--- src/rtl/sgpr_rd_port_arbiter_if.sv ---
// Purpose: bundles the client-side request/return signals and the SGPR bank
//          read-port signals of the read arbiter.
// Ports:
//   port_rd_req/port_rd_addr  client requests and packed addresses
//   port_rd_gnt               one-hot grant back to the clients
//   port_rd_valid/port_rd_data  tagged return data (data broadcast)
//   rd_en/rd_addr/rd_data     SGPR bank read port
// Modports: slave = arbiter view, master = client/bank side view.
interface sgpr_rd_port_arbiter_if #(
    parameter int unsigned NUM_PORTS = 3,
    parameter int unsigned ADDR_W    = 9,
    parameter int unsigned DATA_W    = 128
);
    logic [NUM_PORTS-1:0]        port_rd_req;
    logic [NUM_PORTS*ADDR_W-1:0] port_rd_addr;
    logic [NUM_PORTS-1:0]        port_rd_gnt;
    logic [NUM_PORTS-1:0]        port_rd_valid;
    logic [DATA_W-1:0]           port_rd_data;
    logic                        rd_en;
    logic [ADDR_W-1:0]           rd_addr;
    logic [DATA_W-1:0]           rd_data;

    modport slave (
        input  port_rd_req, port_rd_addr, rd_data,
        output port_rd_gnt, port_rd_valid, port_rd_data, rd_en, rd_addr
    );

    modport master (
        output port_rd_req, port_rd_addr, rd_data,
        input  port_rd_gnt, port_rd_valid, port_rd_data, rd_en, rd_addr
    );
endinterface

--- src/rtl/sgpr_rd_port_arbiter.sv ---
// Purpose: round-robin N:1 arbiter in front of a single SGPR bank read port.
//          One grant per cycle; the granted one-hot vector rides a RD_LAT-deep
//          pipeline so returned bank data is tagged with its requester.
// Ports:
//   clk    clock, all state on rising edge
//   rst_n  asynchronous active-low reset
//   bus    sgpr_rd_port_arbiter_if.slave (client request/grant/return + bank port)
// Note: grant, rd_en and rd_addr are combinational from the requests so the
//       bank sees the address in the grant cycle; port_rd_valid is registered.
module sgpr_rd_port_arbiter #(
    parameter int unsigned NUM_PORTS = 3,
    parameter int unsigned ADDR_W    = 9,
    parameter int unsigned DATA_W    = 128,
    parameter int unsigned RD_LAT    = 1
) (
    input  logic                  clk,
    input  logic                  rst_n,
    sgpr_rd_port_arbiter_if.slave bus
);
    localparam int unsigned PTR_W = (NUM_PORTS > 1) ? $clog2(NUM_PORTS) : 1;

    logic [NUM_PORTS-1:0] req_eff;
    logic [PTR_W-1:0]     rr_ptr;
    logic [PTR_W-1:0]     cand [NUM_PORTS];
    logic [PTR_W-1:0]     winner;
    logic                 found;
    logic [NUM_PORTS-1:0] gnt;
    logic [ADDR_W-1:0]    addr_sel;
    logic [NUM_PORTS-1:0] stage [RD_LAT];

    // Nothing may be granted while reset is asserted.
    assign req_eff = rst_n ? bus.port_rd_req : '0;

    // Scan order: rr_ptr, rr_ptr+1, ... wrapping modulo NUM_PORTS.
    always_comb begin
        for (int i = 0; i < NUM_PORTS; i++) begin
            cand[i] = PTR_W'((32'(rr_ptr) + 32'(i)) % NUM_PORTS);
        end
    end

    // First requester in scan order wins.
    always_comb begin
        found  = 1'b0;
        winner = '0;
        for (int i = 0; i < NUM_PORTS; i++) begin
            if (!found && req_eff[cand[i]]) begin
                found  = 1'b1;
                winner = cand[i];
            end
        end
    end

    // One-hot grant and winner address mux; address is zero when idle.
    always_comb begin
        gnt      = '0;
        addr_sel = '0;
        for (int i = 0; i < NUM_PORTS; i++) begin
            if (found && (winner == PTR_W'(i))) begin
                gnt[i]   = 1'b1;
                addr_sel = bus.port_rd_addr[i*ADDR_W +: ADDR_W];
            end
        end
    end

    assign bus.port_rd_gnt = gnt;
    assign bus.rd_en       = found;
    assign bus.rd_addr     = addr_sel;

    // Pointer moves past the winner; idle cycles leave it alone.
    always_ff @(posedge clk or negedge rst_n) begin
        if (!rst_n) begin
            rr_ptr <= '0;
        end else if (found) begin
            if (32'(winner) == (NUM_PORTS - 1)) begin
                rr_ptr <= '0;
            end else begin
                rr_ptr <= winner + PTR_W'(1);
            end
        end
    end

    // Return tag pipeline, aligned to the bank read latency.
    always_ff @(posedge clk or negedge rst_n) begin
        if (!rst_n) begin
            for (int i = 0; i < RD_LAT; i++) begin
                stage[i] <= '0;
            end
        end else begin
            stage[0] <= gnt;
            for (int i = 1; i < RD_LAT; i++) begin
                stage[i] <= stage[i-1];
            end
        end
    end

    assign bus.port_rd_valid = stage[RD_LAT-1];
    assign bus.port_rd_data  = bus.rd_data;

    // Pointer can only leave the legal range through a logic fault.
    rr_ptr_in_range: assert property (@(posedge clk) disable iff (!rst_n)
        32'(rr_ptr) < NUM_PORTS);

endmodule
--- src/flat_wrapper.sv ---
// flat-port wrapper written by rule: the top's interface ports become plain ports
module sgpr_rd_port_arbiter_flat 
#(
    parameter int unsigned NUM_PORTS = 3,
    parameter int unsigned ADDR_W    = 9,
    parameter int unsigned DATA_W    = 128,
    parameter int unsigned RD_LAT    = 1
)
  (clk, rst_n, bus_port_rd_req, bus_port_rd_addr, bus_rd_data, bus_port_rd_gnt, bus_port_rd_valid, bus_port_rd_data, bus_rd_en, bus_rd_addr);
  sgpr_rd_port_arbiter_if #(.NUM_PORTS(NUM_PORTS), .ADDR_W(ADDR_W), .DATA_W(DATA_W)) bus_i ();
  input  logic clk;
  input  logic rst_n;
  input wire logic [$bits(bus_i.port_rd_req)-1:0] bus_port_rd_req;
  input wire logic [$bits(bus_i.port_rd_addr)-1:0] bus_port_rd_addr;
  input wire logic [$bits(bus_i.rd_data)-1:0] bus_rd_data;
  output wire logic [$bits(bus_i.port_rd_gnt)-1:0] bus_port_rd_gnt;
  output wire logic [$bits(bus_i.port_rd_valid)-1:0] bus_port_rd_valid;
  output wire logic [$bits(bus_i.port_rd_data)-1:0] bus_port_rd_data;
  output wire logic [$bits(bus_i.rd_en)-1:0] bus_rd_en;
  output wire logic [$bits(bus_i.rd_addr)-1:0] bus_rd_addr;
  assign bus_i.port_rd_req = bus_port_rd_req;
  assign bus_i.port_rd_addr = bus_port_rd_addr;
  assign bus_i.rd_data = bus_rd_data;
  assign bus_port_rd_gnt = bus_i.port_rd_gnt;
  assign bus_port_rd_valid = bus_i.port_rd_valid;
  assign bus_port_rd_data = bus_i.port_rd_data;
  assign bus_rd_en = bus_i.rd_en;
  assign bus_rd_addr = bus_i.rd_addr;
  sgpr_rd_port_arbiter #(.NUM_PORTS(NUM_PORTS), .ADDR_W(ADDR_W), .DATA_W(DATA_W), .RD_LAT(RD_LAT)) u_core (.clk(clk), .rst_n(rst_n), .bus(bus_i));
endmodule
--- config.mk ---
export PLATFORM = sky130hd
export DESIGN_NAME = sgpr_rd_port_arbiter_flat
export DESIGN_NICKNAME = d
export VERILOG_FILES = /design/src/rtl/sgpr_rd_port_arbiter_if.sv /design/src/rtl/sgpr_rd_port_arbiter.sv /design/src/flat_wrapper.sv
export SDC_FILE = /design/constraint.sdc
export NUM_CORES = 1
export LEC_CHECK = 0
export ABC_CLOCK_PERIOD_IN_PS = 3800
export BUFFER_PORTS_ARGS = -buffer_cell sky130_fd_sc_hd__buf_2
export CORE_AREA = 2 2 117 119
export DETAILED_ROUTE_END_ITERATION = 6
export DIE_AREA = 0 0 119 121
export MAX_ROUTING_LAYER = met4
export SYNTH_ARGS = -nofsm -noshare
export SYNTH_HDL_FRONTEND = slang
export SYNTH_SLANG_ARGS = --single-unit
--- constraint.sdc ---
create_clock -name clk -period 3.8 [get_ports clk]
set_input_delay 1.14 -clock clk [delete_from_list [all_inputs] [get_ports clk]]
set_output_delay 1.14 -clock clk [all_outputs]
set_load 0.02 [all_outputs]
# Word-level counts from Yosys, hierarchy flattened
# Cells that the tools add are included.
# word_totals
input_bits	160
regBits	5
# op_classes
eq_ne	2
magnitude_cmp	3
div	3
add_sub_neg	3
reduce_logical	8
n_mux	20
# op_table
operator	n
$mod 32x2->32 const B	2
$mod 2x2->32 const B	1
$mux 9	3
$lt 2x3->1 const B	3
$mux 1	9
$mux 2	4
$bmux 1 s2	3
$logic_and 1x1->1	5
$add 2x1->3 const B	1
$add 2x2->3 const B	1
$mux 3	1
$add 2x1->2 const B	1
$eq 2x1->1 const B	1
$eq 2x2->1 const B	1
$logic_not 1->1	2
$logic_not 2->1	1

# Longest topological paths before layout
# Gate-level depths: netlist of the first run.
# logic_depth
word_depth	15
ltp_mapped	9
mapped_depth_nobuf	7

# Worst setup path after synthesis of the first run
# No wires, ideal clock.
# synth_timing
kind	input -> output
start	in bus_port_rd_req[1]
end	out bus_rd_addr[1]
required_ns	2.660
arrival_ns	2.529
slack_ns	0.131
path_buffers	1
cell_stages	6
path_cell_list	mux2i_1 > o221ai_2 > mux2_2 > o211a_4 > buf_6 > mux2i_1
# synth_via
elab_chain_cells	15
# synth_rtl
item	line_no	text
start: declaration	flat_wrapper.sv:13	input wire logic [$bits(bus_i.port_rd_req)-1:0] bus_port_rd_req;
$mux 3 (*)	sgpr_rd_port_arbiter.sv:32	assign req_eff = rst_n ? bus.port_rd_req : '0;
$bmux 1 s2	sgpr_rd_port_arbiter.sv:46	if (!found && req_eff[cand[i]]) begin
$mux 1 (implied by the code)	sgpr_rd_port_arbiter.sv:46	
$mux 1	sgpr_rd_port_arbiter.sv:46	
$logic_not 1->1	sgpr_rd_port_arbiter.sv:46	
$logic_and 1x1->1	sgpr_rd_port_arbiter.sv:46	
$mux 1	sgpr_rd_port_arbiter.sv:46	
$logic_not 1->1	sgpr_rd_port_arbiter.sv:46	
$logic_and 1x1->1	sgpr_rd_port_arbiter.sv:46	
$mux 2	sgpr_rd_port_arbiter.sv:46	
$logic_not 2->1	sgpr_rd_port_arbiter.sv:58	if (found && (winner == PTR_W'(i))) begin
$logic_and 1x1->1	sgpr_rd_port_arbiter.sv:58	
$mux 9 (2 in series)	sgpr_rd_port_arbiter.sv:58	
$mux 9 (*)	sgpr_rd_port_arbiter.sv:58	
end: declaration	flat_wrapper.sv:20	output wire logic [$bits(bus_i.rd_addr)-1:0] bus_rd_addr;
# Mark *: on every way between the ends. The rest lies on a longest branch, timed or not. The select of a mux whose other input is x is not followed.

# Final worst setup path of the first run
# layout_timing
start	in bus_port_rd_req[0]
end	out bus_rd_addr[8]
# The elaborated chain is that of the path after synthesis.

==> results.py, run 1 <==
metrics = {
    "status": {
        "outcome": "finished, final reports clean",
    },
    "logic_synthesis": {
        "synth_top_family_by_area": "buffers and inverters",
        "ys_async_sr_fraction": 1.00,
        "synthAdderAreaFrac": 0.0140,
        "synthSimpleGateAreaFrac": 0.0540,
        "synthCells": 220,
        "synth_top_area_cell": "buf_4",
        "synth_commonest_cells": "129 x buf_4, 13 x mux2i_1, 12 x inv_1, 10 x mux2_2, 9 x a222oi_1",
        "syn_nets": 382,
        "synth_top_area_frac": 0.543,
        "synth_cell_types": 27,
        "synth-compound-area-share": 0.136,
        "synth.cell_area_sq_um": 1780,
        "synth_ff_type": "dfrtp_1",
        "avgSynthCellArea_sq_um": 8.11,
        "ys_ff_latch": 5,
        "synth_seq_area_share": 0.0701,
        "yosysMostFrequentCell": "buf_4",
        "synth-edff-count": 0,
        "yosysWarnings": 0,
        "synth.area.top_cells": "buf_4 54%, mux2i_1 7.3%, dfrtp_1 7.0%",
        "synth.mux.area_fraction": 0.136,
        "synth_xor_area_frac": 0,
    },
    "power_and_ir_drop": {
        "p_seq_frac": 0.058,
        "switchingPower_mw": 0.704,
        "p_leak_nw": 0.741,
        "power_density_nw_per_um2": 900,
        "p_comb_frac": 0.826,
        "p_int_mw": 0.794,
        "switching_share": 0.470,
        "p_clk_frac": 0.116,
        "peakVddDrop_v": 0.000139,
    },
    "critical_path": {
        "worstSetupEndpointType": "primary output",
        "worstPathArrival_ns": 2.65,
        "setup.worst_path.start": "bus_port_rd_req[0]",
        "critPathKind": "input port to primary output",
        "cp.required_ns": 2.66,
        "start_kind": "input port",
        "critPathMaxFanout": 6,
        "reg2reg_from": "u_core.rr_ptr[1]$_DFFE_PN0P_",
    },
    "clocking": {
        "cts-htree-levels": 1,
        "cts_buffers": 3,
        "clk_pin_slew_ns": 0.03,
        "cts-root-buf": "clkbuf_16",
        "cts_tree": "yes",
        "clk_latency_ns": 0.23,
        "clock_sinks": 5,
        "clk_path_buf_depth": 2,
    },
    "cells_and_area": {
        "final_nets": 326,
        "drive_above_1_share": 0.601,
        "fin_area_sq_um": 1660,
        "diodes": 0,
        "syn_to_final_growth_pct": -6.73,
    },
    "grt": {
        "antenna_found_initial": 0,
        "grt_pass1_vias": 1233,
        "global_route.usage.total": 0.0724,
        "grt_max_degree": 16,
        "grt_pass1_wl_mm": 7.40,
        "grt_overflow": 0,
    },
    "sta": {
        "fin_skew_ns": 0.00335,
        "rsz0062_at_grt": "true",
        "worst_pin_slew_ns": 0.362,
        "layout_min_cycle_time_ns": 3.79,
        "hold_viol_final": 0,
        "timing.final.crit_share": 0.996,
        "fin_setup_tns_ns": 0,
        "drv_slew": 0,
        "fmax_mhz": 264,
        "relSlewSlack": 0.758,
        "fin_hold_ws_ns": 0.571,
        "finalSetupViolCount": 0,
    },
    "place": {
        "gp_congestion": 0.614,
        "dpl.hpwl_mm": 4.01,
        "placed_cell_area_sq_um": 1380,
        "port_buffers": 47,
    },
    "hold_path": {
        "holdCritStartpoint": "u_core.rr_ptr[1]$_DFFE_PN0P_",
        "hp-class": "flip-flop to flip-flop",
    },
    "die": {
        "dieArea_sq_um": 14400,
        "io_pins": 304,
        "die_x_um": 119,
        "fp-row-count": 42,
        "dieHeight_um": 121,
        "core-area_sq_um": 13100,
        "start_util": 0.136,
    },
    "route": {
        "vias_per_cell": 3.63,
        "wirelength_mm": 5.47,
        "ant_nets": 0,
        "drtPass1Iterations": 4,
        "wire_per_inst_um": 16.1,
        "drtIter0Drc": 42,
        "drc": 0,
        "num_vias": 1232,
    },
    "run": {
        "cap_violations": 0,
    },
}
==> stage by stage <==
stage	total power, mW	std cells	setup slack (ns)	utilization
finish	1.50	339	0.0143	0.127
global route	1.60	339	-0.0807	0.127
global placement	1.12	327	-0.545	0.105
CTS	1.48	338	0.0111	0.125
floorplan	0.957	220	0.131	-
detailed placement	1.14	327	-0.567	0.105
==> cells in the final DEF (no fill, tap or decap), types with 2 or more instances in the layout <==
| cell | instances |
|---|---|
| ha_1 | 2 |
| dfrtp_1 | 5 |
| nand2b_1 | 3 |
| buf_2 | 34 |
| a222oi_1 | 9 |
| clkbuf_16 | 3 |
| o211a_4 | 2 |
| inv_1 | 12 |
| buf_8 | 2 |
| nand2_1 | 6 |
| buf_4 | 29 |
| mux2i_1 | 12 |
| nor2_1 | 2 |
| a21oi_1 | 2 |
| nor2b_1 | 2 |
| buf_6 | 8 |
| mux2_2 | 9 |
| o22ai_1 | 2 |
==> power by group through the flow <==
stage / logic [mW] / registers [mW] / clock network, mW
after floorplan: 0.855 / 0.101 / 0
after global placement: 1.03 / 0.0871 / 0
after detailed placement: 1.05 / 0.0871 / 0
after CTS: 1.22 / 0.0871 / 0.178
after global routing: 1.33 / 0.0908 / 0.182
final: 1.24 / 0.0864 / 0.174
==> metal layers <==
layer	part of all wire	GRT usage
met1	0.33	0.0667
met2	0.47	0.115
met3	0.12	0.0305
met4	0.081	0.0647
met5	0	-
==> state kept, by name (all words and copies together) (netlist names) <==
signal,cells
u_core.rr_ptr,2
u_core.bus.port_rd_valid,3
==> worst max-delay path, cell delays in order <==
cell,delay (ns)
buf_6,0.11
buf_4,0.13
nand2b_1,0.06
a21o_1,0.21
mux2_4,0.35
o211a_4,0.31
mux2i_1,0.18
buf_4,0.16
==> what timing repair did <==
action,in CTS,in global routing
gates resized for setup,29,8
buffers inserted,6,1
pin swaps,10,2
gates cloned,1,0
setup endpoints to repair,11,10
hold buffers,0,0
==> worst paths after layout <==
kind | cells past startpoint | slack (ns) | end
max | 8 | 0.01 | bus_rd_addr[8]
min | 2 | 0.57 | u_core.rr_ptr[1]$_DFFE_PN0P_
max reg2reg | 9 | 1.46 | u_core.rr_ptr[0]$_DFFE_PN0P_
min reg2reg | 2 | 0.57 | u_core.rr_ptr[1]$_DFFE_PN0P_
max in group asynchronous | 2 | 2.87 | u_core.bus.port_rd_valid[0]$_DFF_PN0_
min in group asynchronous | 2 | 0.82 | u_core.rr_ptr[0]$_DFFE_PN0P_
==> cell families (layout without fill, tap and decap cells) <==
group,Yosys count,count (layout)
adders and majority gates,2,2
DFF,5,5
and+or+nand+nor,18,18
AOI/OAI and AO/OA,25,26
muxes,23,23
buffers and inverters,147,89
==> cell type report <==
cell class / count / area [sq um]
well taps: 176 / 220
multi-input cells: 69 / 687
inverters: 12 / 45.0
fillers: 1495 / 11400
repair buffers: 73 / 508
flip-flops and latches: 5 / 125
clock buffers: 4 / 78.8
Power figures use the tool's default switching activity.
==> inputs of run 2 (changes only) <==
ABC_AREA = 1   (was default)
CORE_AREA = 2 2 118 120   (was 2 2 117 119)
DIE_AREA = 0 0 120 122   (was 0 0 119 121)
TNS_END_PERCENT = 1   (was default)
==> results.py, run 2 <==
metrics = {
    "status": {
        "outcome": "finished, final reports clean",
    },
    "logic_synthesis": {
        "synth.cell_area_sq_um": 1590,
        "synth_top_area_frac": 0.605,
        "avgSynthCellArea_sq_um": 7.06,
        "synth_top_area_cell": "buf_4",
        "synth-edff-count": 0,
        "synthCells": 225,
        "synth_commonest_cells": "128 x buf_4, 32 x nand2_1, 17 x nand3_1, 9 x nand4_1, 7 x nand3_2",
        "synth_ff_type": "dfrtp_1",
        "synth_cell_types": 18,
        "ys_async_sr_fraction": 1.00,
        "yosysWarnings": 0,
        "ys_ff_latch": 5,
        "yosysMostFrequentCell": "buf_4",
        "synth_seq_area_share": 0.0787,
        "syn_nets": 387,
        "synth.area.top_cells": "buf_4 60%, dfrtp_1 7.9%, nand2_1 7.6%",
    },
    "critical_path": {
        "r2r-end": "u_core.bus.port_rd_valid[0]$_DFF_PN0_",
        "start_kind": "input port",
        "worstSetupEndpointType": "primary output",
        "cpMaxStageDelayCell": "clkbuf_4",
        "critPathKind": "input port to primary output",
        "critical_path.max_stage_delay_ns": 0.17,
        "cp_cell_sequence": "buf_2 -> nand2_2 -> inv_2 -> nand2_2 -> nand2_2 -> nand2_2 -> nand3_2 -> nand2_2 -> nor2_4 -> buf_6 -> nand3_2 -> inv_1 -> clkbuf_4",
        "regToRegSetupSlack_ns": 1.83,
        "worstPathArrival_ns": 2.47,
        "critPathMaxFanout": 7,
        "cpMostUsedCell": "nand2_2",
        "reg2reg_from": "u_core.rr_ptr[0]$_DFFE_PN0P_",
        "r2r_cells": 13,
        "cp.required_ns": 2.66,
    },
    "die": {
        "dieArea_sq_um": 14600,
        "dieHeight_um": 122,
        "io_pins": 304,
        "start_util": 0.118,
        "fp-row-count": 43,
        "die_x_um": 120,
        "core-area_sq_um": 13500,
    },
    "route": {
        "drtPass1Iterations": 4,
        "num_vias": 1067,
        "drtIter0Drc": 12,
        "wire_per_inst_um": 15.3,
        "wirelength_mm": 5.09,
        "ant_nets": 0,
        "vias_per_cell": 3.21,
        "drc": 0,
    },
    "power_and_ir_drop": {
        "finalPower_mw": 1.45,
        "p_leak_nw": 0.588,
        "switching_share": 0.566,
        "p_int_mw": 0.630,
        "power_density_nw_per_um2": 1200,
        "peakVddDrop_v": 0.000252,
        "p_clk_frac": 0.119,
        "p_seq_frac": 0.060,
        "switchingPower_mw": 0.822,
        "p_comb_frac": 0.822,
    },
    "cells_and_area": {
        "fin_area_sq_um": 1210,
        "instances_no_fill": 332,
        "final_cell_mix": "45 x buf_2, 31 x nand2_1, 17 x nand3_1",
        "syn_to_final_growth_pct": -24.1,
        "layout_commonest_cell": "buf_2",
        "drive_above_1_share": 0.520,
        "final_nets": 315,
        "largest_reg_flops": 3,
        "diodes": 0,
    },
    "sta": {
        "relSlewSlack": 0.833,
        "fmax_mhz": 277,
        "fin_setup_tns_ns": 0,
        "worst_pin_slew_ns": 0.251,
        "fin_skew_ns": 0.000940,
        "rsz0062_at_grt": "false",
        "layout_min_cycle_time_ns": 3.61,
        "timing.final.crit_share": 0.950,
        "drv_slew": 0,
        "hold_viol_final": 0,
        "finalSetupViolCount": 0,
    },
    "place": {
        "placed_cell_area_sq_um": 1110,
        "port_buffers": 47,
        "gp_congestion": 0.721,
        "dpl.hpwl_mm": 4.45,
        "dpl.cell_count": 328,
    },
    "grt": {
        "global_route.usage.total": 0.0699,
        "grt_max_degree": 12,
        "antenna_found_initial": 0,
        "grt_pass1_vias": 1100,
        "grt_pass1_wl_mm": 7.00,
        "grt_overflow": 0,
    },
    "clocking": {
        "cts_setup_buffers": 0,
        "clk_pin_slew_ns": 0.03,
        "cts_tree": "yes",
        "clk_path_buf_depth": 2,
        "cts-root-buf": "clkbuf_16",
        "clock_sinks": 5,
        "cts_buffers": 3,
        "cts-htree-levels": 1,
        "clk_latency_ns": 0.23,
    },
    "hold_path": {
        "hp-class": "flip-flop to flip-flop",
        "holdPathStages": 2,
        "holdCritStartpoint": "u_core.rr_ptr[1]$_DFFE_PN0P_",
        "hold_end": "u_core.rr_ptr[1]$_DFFE_PN0P_",
    },
    "run": {
        "cap_violations": 0,
    },
}
==> run 2: changes by cell type after synthesis, moves of 8 or more <==
cell      delta
nand3_1     +17
inv_1        -8
mux2i_1     -13
nand4_1      +9
a222oi_1     -9
mux2_2      -10
nand2_1     +26
==> run 2: worst max path at each step <==
stage	startpoint	endpoint	slack, ns	cells after the start
global route	rst_n	bus_port_rd_gnt[0]	0.01	14
detailed placement	rst_n	bus_rd_addr[7]	0.09	13
global placement	rst_n	bus_rd_addr[7]	0.11	14
finish	rst_n	bus_port_rd_gnt[0]	0.19	13
CTS	rst_n	bus_rd_addr[7]	0.09	13
floorplan	rst_n	bus_rd_addr[0]	0.50	11
==> run 2: worst max-delay path, delay by kind of cell <==
kind | cells | cell delay [ns]
and+or+nand+nor | 8 | 0.69
buffers and inverters | 5 | 0.61
==> run 2: cells by family (layout without fill, tap and decap cells) <==
kind of cell,Yosys count,after routing,share of synthesized area
flip-flops,5,5,0.0787
buffers and inverters,142,69,0.652
AO/OA/AOI/OAI,3,3,0.0118
AND/OR/NAND/NOR,73,73,0.242
adder cells (fa/ha/maj),2,2,0.0157
==> run 2: power by group through the flow <==
stage / clock [mW] / sequential [mW] / combinational, mW
3_3_place_gp: 0 / 0.0873 / 1.19
5_1_grt: 0.179 / 0.0890 / 1.34
3_5_place_dp: 0 / 0.0878 / 1.19
4_1_cts: 0.177 / 0.0871 / 1.19
6_report: 0.172 / 0.0865 / 1.19
2_1_floorplan: 0 / 0.102 / 0.971
==> run 2: repair_timing <==
action | 4_1_cts | 5_1_grt
setup endpoints to repair | 0 | 10
hold buffers | 0 | 0
resized for setup | 0 | 8
==> run 2: final cells by class <==
type / instances / area, sq um
flip-flops and latches: 5 / 125
fillers: 1583 / 12300
well taps: 180 / 225
clock buffers: 4 / 78.8
inverters: 11 / 46.3
repair buffers: 54 / 300
multi-input cells: 78 / 430
==> run 2: per-stage QoR <==
stage	util	worst slack, ns	hold WS [ns]
6_report	0.0893	0.190	0.546
5_1_grt	0.0893	0.0132	0.583
4_1_cts	0.0878	0.0938	0.556
3_5_place_dp	0.0820	0.0907	0.550
3_3_place_gp	0.0820	0.113	0.536
2_1_floorplan	-	0.503	0.519
==> run 2: per-layer routing <==
layer | vias to the layer above | share of wire | GRT usage
met2 | 137 | 0.42 | 0.0959
met4 | 0 | 0.084 | 0.0640
li1 | 437 | - | -
met1 | 433 | 0.25 | 0.0495
met5 | - | 0 | -
met3 | 60 | 0.25 | 0.0735
==> inputs of run 3 (changes only) <==
ABC_AREA = default   (was 1)
CORE_AREA = 2 2 117 119   (was 2 2 118 120)
DIE_AREA = 0 0 119 121   (was 0 0 120 122)
==> results.py, run 3 (synthesis gave the netlist of run 1 again) <==
metrics = {
    "clocking": {
        "clk_pin_slew_ns": 0.03,
        "clk_path_buf_depth": 2,
        "clock_sinks": 5,
        "cts-htree-levels": 1,
        "cts-root-buf": "clkbuf_16",
        "cts_buffers": 3,
        "cts_tree": "yes",
        "clk_latency_ns": 0.23,
        "ctsHoldBuffers": 0,
    },
    "run": {
        "cap_violations": 0,
    },
    "grt": {
        "antenna_found_initial": 0,
        "grt_overflow": 0,
        "grt_pass1_vias": 1233,
        "global_route.usage.total": 0.0724,
        "grtUsageMet1": 0.0667,
        "grt_busiest_layer": "met2",
        "met3_usage": 0.0305,
        "grt_pass1_wl_mm": 7.40,
        "use_met2": 0.115,
        "grt_max_degree": 16,
    },
    "die": {
        "die_x_um": 119,
        "dieHeight_um": 121,
        "io_pins": 304,
        "fp-row-count": 42,
        "core-area_sq_um": 13100,
        "dieArea_sq_um": 14400,
        "start_util": 0.136,
    },
    "cells_and_area": {
        "largest_reg_flops": 3,
        "syn_to_final_growth_pct": -7.71,
        "drive_above_1_share": 0.593,
        "diodes": 0,
        "final_nets": 325,
        "final_util": 0.126,
        "fin_area_sq_um": 1650,
        "final_cell_mix": "34 x buf_2, 29 x buf_4, 12 x inv_1, 12 x mux2i_1",
        "layout_commonest_cell": "buf_2",
    },
    "sta": {
        "timing.final.crit_share": 0.994,
        "hold_viol_final": 0,
        "relSlewSlack": 0.768,
        "fin_skew_ns": 0.00321,
        "worst_pin_slew_ns": 0.348,
        "finalSetupViolCount": 0,
        "fmax_mhz": 265,
        "layout_min_cycle_time_ns": 3.78,
        "final.setup.worst_slack_ns": 0.0216,
        "rsz0062_at_grt": "true",
        "drv_slew": 0,
    },
    "critical_path": {
        "cpMaxStageDelayCell": "mux2_4",
        "cp_cell_sequence": "buf_6 -> mux2i_4 -> buf_4 -> o221ai_4 -> mux2_4 -> o211a_4 -> mux2i_1 -> buf_4",
        "cp.required_ns": 2.66,
        "critPathKind": "input port to primary output",
        "critPathMaxFanout": 6,
        "critical_path.max_stage_delay_ns": 0.31,
        "cpMostUsedCell": "buf_4",
        "worstSetupEndpointType": "primary output",
        "worstPathArrival_ns": 2.64,
        "r2r_cells": 9,
        "start_kind": "input port",
    },
    "route": {
        "wirelength_mm": 5.39,
        "drc": 0,
        "drtPass1Iterations": 5,
        "num_vias": 1218,
        "drtIter0Drc": 49,
        "ant_nets": 0,
        "vias_per_cell": 3.60,
        "wire_per_inst_um": 16.0,
    },
    "status": {
        "outcome": "finished, final reports clean",
    },
    "place": {
        "placed_cell_area_sq_um": 1380,
        "port_buffers": 47,
        "dpl.hpwl_mm": 4.01,
        "gp_congestion": 0.614,
        "place_ws_ns": -0.567,
    },
    "power_and_ir_drop": {
        "p_leak_nw": 0.733,
        "power_density_nw_per_um2": 901,
        "finalPower_mw": 1.48,
        "peakVddDrop_v": 0.000138,
    },
    "hold_path": {
        "hp-class": "flip-flop to flip-flop",
        "holdPathStages": 2,
    },
}
## run 3: changes by cell type in the layout (fill, tap and decap cells not counted), moves of 3 or more
cell      before  now
nand2_2        6    0
inv_1          4   12
a222oi_1       0    9
nand3_1       17    0
nand4_1        9    0
nand2b_1       0    3
buf_2         45   34
buf_6          2    8
nand3_2        7    0
nand2_1       31    6
buf_4          6   29
mux2i_1        0   12
mux2_2         0    9
inv_2          4    0
## run 3: layer usage
metal	vias to the layer above	share of wire
met5	-	0
met1	558	0.34
li1	497	-
met3	53	0.12
met2	110	0.47
met4	0	0.078
## run 3: final cells by class
| class | instances | area [sq um] |
|---|---|---|
| multi-input cells | 69 | 684 |
| inverters | 12 | 45.0 |
| repair buffers | 72 | 493 |
| flip-flops and latches | 5 | 125 |
| well taps | 176 | 220 |
| fillers | 1492 | 11400 |
| clock buffers | 4 | 78.8 |
## run 3: metrics by stage
| stage | hold WS [ns] | TNS, ns | std cells |
|---|---|---|---|
| after floorplan | 0.523 | 0 | 220 |
| after detailed placement | 0.573 | -4.90 | 327 |
| final | 0.575 | 0 | 338 |
| after CTS | 0.578 | 0 | 338 |
| after global placement | 0.544 | -4.76 | 327 |
| after global routing | 0.613 | -0.485 | 338 |
## run 3: what timing repair did
item	in CTS	in global routing
gates cloned	1	0
pin swaps	10	0
setup endpoints to repair	11	10
gates resized for setup	29	5
setup buffers	6	0
## run 3: critical path: cells and delay by family
kind	cells	cell delay, ns
buffers and inverters	3	0.42
muxes	3	0.64
AOI/OAI and AO/OA	2	0.43
## run 3: worst paths after layout
path	startpoint	endpoint	slack, ns
hold reg to reg	u_core.rr_ptr[1]$_DFFE_PN0P_	u_core.rr_ptr[1]$_DFFE_PN0P_	0.58
setup reg to reg	u_core.rr_ptr[1]$_DFFE_PN0P_	u_core.rr_ptr[0]$_DFFE_PN0P_	1.46
min in group asynchronous	rst_n	u_core.rr_ptr[0]$_DFFE_PN0P_	0.82
max in group asynchronous	rst_n	u_core.bus.port_rd_valid[0]$_DFF_PN0_	2.86
setup / recovery	bus_port_rd_req[0]	bus_rd_addr[8]	0.02
hold / removal	u_core.rr_ptr[1]$_DFFE_PN0P_	u_core.rr_ptr[1]$_DFFE_PN0P_	0.58
## run 3: power breakdown
group	leakage (nW)	switching, mW	internal, mW
Sequential	0.0632	0.00893	0.0778
Clock	0.0382	0.0355	0.139
Combinational	0.632	0.653	0.569
Total	0.733	0.697	0.786
